[src/rtl/mux_scan_n.sv]
// mux_scan_n: registered N-channel multiplexer with manual select and auto-scan.
//
// Ports:
//   clk        sole clock, rising edge
//   rst        synchronous active-high reset (priority over hold and mode)
//   in_bus     CHANNELS*WIDTH packed channel data, channel k at [k*WIDTH +: WIDTH]
//   sel        manual channel select (SELW bits)
//   mode       0 = manual select, 1 = auto-scan
//   hold       1 freezes every register (scan_wrap forced low)
//   out        registered selected data
//   out_ch     index of the channel currently on out
//   out_valid  out holds data from a legal channel
//   scan_wrap  one-cycle pulse on the scan advance from CHANNELS-1 back to 0
module mux_scan_n #(
  parameter  int WIDTH    = 8,
  parameter  int CHANNELS = 4,
  parameter  int DWELL    = 3,
  localparam int SELW     = (CHANNELS > 2) ? $clog2(CHANNELS) : 1
) (
  input  logic                      clk,
  input  logic                      rst,
  input  logic [CHANNELS*WIDTH-1:0] in_bus,
  input  logic [SELW-1:0]           sel,
  input  logic                      mode,
  input  logic                      hold,
  output logic [WIDTH-1:0]          out,
  output logic [SELW-1:0]           out_ch,
  output logic                      out_valid,
  output logic                      scan_wrap
);

  localparam int DW = (DWELL > 1) ? $clog2(DWELL) : 1;

  logic [WIDTH-1:0] out_q, out_d;
  logic [SELW-1:0]  out_ch_q, out_ch_d;
  logic             out_valid_q, out_valid_d;
  logic             scan_wrap_q, scan_wrap_d;
  logic [SELW-1:0]  cur_ch_q, cur_ch_d;
  logic [DW-1:0]    dwell_q, dwell_d;

  logic [WIDTH-1:0] sel_data, cur_data;
  logic             sel_legal;

  // Decode by comparison rather than a computed part-select, so an
  // out-of-range sel (non power-of-2 CHANNELS) simply matches nothing.
  always_comb begin
    sel_data  = '0;
    sel_legal = 1'b0;
    cur_data  = '0;
    for (int k = 0; k < CHANNELS; k++) begin
      if (sel == SELW'(k)) begin
        sel_data  = in_bus[k*WIDTH +: WIDTH];
        sel_legal = 1'b1;
      end
      if (cur_ch_q == SELW'(k)) cur_data = in_bus[k*WIDTH +: WIDTH];
    end
  end

  always_comb begin
    out_d       = out_q;
    out_ch_d    = out_ch_q;
    out_valid_d = out_valid_q;
    scan_wrap_d = 1'b0;
    cur_ch_d    = cur_ch_q;
    dwell_d     = dwell_q;
    if (hold) begin
      // everything frozen; only the wrap pulse is dropped
    end else if (!mode) begin
      out_d       = sel_legal ? sel_data : '0;
      out_ch_d    = sel;
      out_valid_d = sel_legal;
      // Clearing scan state here makes a later switch to scan start at channel 0.
      cur_ch_d    = '0;
      dwell_d     = '0;
    end else begin
      out_d       = cur_data;
      out_ch_d    = cur_ch_q;
      out_valid_d = 1'b1;
      if (dwell_q == DW'(DWELL - 1)) begin
        dwell_d = '0;
        if (cur_ch_q == SELW'(CHANNELS - 1)) begin
          cur_ch_d    = '0;
          scan_wrap_d = 1'b1;
        end else begin
          cur_ch_d = cur_ch_q + SELW'(1);
        end
      end else begin
        dwell_d = dwell_q + DW'(1);
      end
    end
  end

  always_ff @(posedge clk) begin
    if (rst) begin
      out_q       <= '0;
      out_ch_q    <= '0;
      out_valid_q <= 1'b0;
      scan_wrap_q <= 1'b0;
      cur_ch_q    <= '0;
      dwell_q     <= '0;
    end else begin
      out_q       <= out_d;
      out_ch_q    <= out_ch_d;
      out_valid_q <= out_valid_d;
      scan_wrap_q <= scan_wrap_d;
      cur_ch_q    <= cur_ch_d;
      dwell_q     <= dwell_d;
    end
  end

  assign out       = out_q;
  assign out_ch    = out_ch_q;
  assign out_valid = out_valid_q;
  assign scan_wrap = scan_wrap_q;

endmodule

[config.mk]
export PLATFORM = sky130hd
export DESIGN_NAME = mux_scan_n
export DESIGN_NICKNAME = d
export VERILOG_FILES = /design/src/rtl/mux_scan_n.sv
export SDC_FILE = /design/constraint.sdc
export NUM_CORES = 1
export LEC_CHECK = 0
export CORE_ASPECT_RATIO = 1.4
export CORE_MARGIN = 2
export CORE_UTILIZATION = 39
export DETAILED_ROUTE_END_ITERATION = 8
export MAX_ROUTING_LAYER = met4
export PLACE_DENSITY = 0.75
export SYNTH_ARGS = -nofsm -noshare
export SYNTH_HDL_FRONTEND = slang
export SYNTH_SLANG_ARGS = --single-unit
[constraint.sdc]
create_clock -name clk -period 1.7 [get_ports clk]
set_input_delay 0.425 -clock clk [delete_from_list [all_inputs] [get_ports clk]]
set_output_delay 0.425 -clock clk [all_outputs]
set_load 0.05 [all_outputs]
==> results.cfg <==
[outcome]
outcome = finished, final reports clean

[logic_synthesis]
syn_inst = 149
yosysSeqAreaShare_pct = 24.81
synth_common_cells = inv_1, dfxtp_1, a21oi_1
synth_flop_cell = dfxtp_1
netlist.area_leader.share_pct = 24.81
ys_types = 31
synth_edf_count = 0
synthXorXnorAreaFrac_pct = 0
yosysMostFrequentCell = inv_1
ys_warn_count = 0
synthSimpleGateAreaFrac_pct = 12.69
ys_ff_latch = 16
synth_nets = 191
synth_top_family_by_area = compound AO/OA/AOI/OAI gates
synth.largest_area_cell = dfxtp_1
synth_compound_gate_area_share_pct = 37.02
synth.avg_cell_area_sq_um = 8.666
synthAdderAreaFrac_pct = 3.876
yosys-top-cells-area = dfxtp_1, a221oi_2, a2111oi_2
synth_async_sr_flop_share_pct = 0
muxShareOfSynthArea_pct = 9.205
syn-cell-area_sq_um = 1291

[worst_setup_path]
endpoint_kind = flop
cp-start-kind = flop
crit_type = reg2reg
worstPathRequired_ns = 1.84
arrival_ns = 1.78
reg2reg_from = cur_ch_q[1]
rrSetupSlack_ns = 0.06
reg2reg_to = out[2]
ff2ff_path_depth = 6
crit_fanout = 5

[finish]
syn2layout_area_growth_pct = 49.32
final_nets = 246
antenna_cells = 0
instances_no_fill = 242
layout-drive-gt1-share_pct = 26.60
fin_util_pct = 61.15

[clock_tree]
cts_sinks = 16
postCtsSetupRepairBufs = 0
path_clk_slew_ns = 0.07
cts_buffer_depth = 2
cts_buffers = 3
htree_levels = 1
cts_tree = built
clk-insertion-delay-late_ns = 0.26
cts_root_buf = clkbuf_8

[route]
drtPass1Iterations = 4
drc_errors = 0
vias = 1396
via_per_inst = 5.769
detail_route.wl_per_cell_um = 16.27
postRouteAntennaNets = 0
routed_wl_mm = 3.938
drt-initial-drc-count = 37

[die]
initial_core_util_pct = 40.95
pin_count = 50
die-area_sq_um = 3794
core_sq_um = 3153
die-height_um = 72.08
row_count = 24
die_w_um = 52.63

[timing]
maxSlewHeadroom_pct = 78.75
tightest_slew_ns = 0.3161
rsz0062_at_grt = no
hold_viol = 0
fmax_mhz = 611.5
fin_crit_ns = 1.635
min_period_over_period_pct = 96.19
finClkSkew_ns = 0.005732
slew_viol_final = 0
setup-tns-final_ns = 0
timing.hold.ws_ns = 0.4664
setup_violations = 0

[pwr]
power.switching_uw = 353.3
seqPwrFrac_pct = 35.6
power_leakage_uw = 0.0007853
sw_frac_of_total_pct = 30.85
internal-power_uw = 791.8
pwr-share-comb_pct = 33.7
clkPwrFrac_pct = 30.7
powerDensity_nw_per_um2 = 593.9
peakVddDrop_uv = 466.7
finalPower_uw = 1145

[min_path]
min_path_type = reg2reg
hold_path_end = out_valid
whs_path_depth = 2
holdCritStartpoint = out_valid

[flow_run]
max-cap-violations = 0

[place]
dp.cells = 238
hpwlAfterDp_mm = 2.973
place.gp.congestion = 0.8619
portBuffers = 49

[grt]
gr-total-overflow = 0
antenna_found_initial = 0
grt_util_all_layers_pct = 22.32
grt_max_degree = 23
grt_pass1_wl_mm = 6.320
grt_pass1_vias = 1364
layout make-up:
type                    instances  area (sq um)
fillers                       278          1225
inverters                      18         67.56
repair buffers                 65         605.6
clock buffers                   4         55.05
flip-flops and latches         16         322.8
multi-input cells             100         828.3
well taps                      39         48.80
logic make-up after synthesis:
kind of cell	after synthesis
AOI/OAI and AO/OA	55
adders and majority gates	4
buffers and inverters	33
DFF	16
muxes	11
and+or+nand+nor	30
cells in the final DEF (no fill, tap or decap), drive strengths merged:
| cell | instances |
|---|---|
| clkdlybuf4s50 | 37 |
| buf | 28 |
| inv | 18 |
| dfxtp | 16 |
| a21oi | 14 |
| nor2 | 10 |
| nand2 | 8 |
| a221oi | 8 |
| o21ai | 8 |
| mux2 | 7 |
| o22ai | 7 |
| a221o | 7 |
| a2111oi | 7 |
| mux2i | 4 |
| clkbuf | 4 |
| ha | 4 |
| nand2b | 3 |
| nor4b | 2 |
| a21o | 1 |
| a22oi | 1 |
| nor4bb | 1 |
| or3 | 1 |
| or3b | 1 |
| nor2b | 1 |
| nand4b | 1 |
| nor3b | 1 |
| a31oi | 1 |
| o31ai | 1 |
| nor3 | 1 |
layer usage:
layer	global-route usage, %	part of all wire, %
met1	25.23	38
met2	39.17	53
met3	2.263	6.6
met4	9.117	2.9
met5	-	0
power by group through the flow:
stage               clock network, uW  logic (uW)  registers, uW
floorplan                           0         136            483
CTS                               356         381            408
finish                            351         386            408
global placement                    0         369            415
detailed placement                  0         379            416
global route                      367         411            410
state kept, by name, indices dropped and copies added (netlist names):
name,flops
out,8
cur_ch_q,2
out_ch,2
scan_wrap,1
out_valid,1
dwell_q,2
critical path, cell delays in order (launching register included):
cell       delay [ns]
dfxtp_2          0.38
inv_1            0.07
ha_1             0.25
buf_4            0.18
a221o_1          0.33
a221oi_2         0.26
a2111oi_2        0.06
timing repair:
| item | CTS | global route |
|---|---|---|
| hold buffers | 0 | 0 |
| endpoints found under the hold margin | 0 | 0 |
| resized for setup | 1 | 5 |
| endpoints found under the setup margin | 1 | 8 |
per-stage QoR:
step,setup WS (ns),instance area (sq um)
after floorplan,0.07912,1291
after global placement,-0.1448,1853
after detailed placement,-0.1956,1853
after CTS,0.02748,1909
after global routing,0.001333,1928
final,0.06470,1928
how the worst max path moves through the flow:
stage	slack, ns	to	start
global placement	-0.14	out[1]	sel[1]
detailed placement	-0.20	out[7]	hold
CTS	0.03	out[2]	cur_ch_q[0]
global route	0.001	out[2]	cur_ch_q[1]
floorplan	0.08	out[1]	cur_ch_q[0]
finish	0.06	out[2]	cur_ch_q[1]
(Power assumes the default switching activity.)
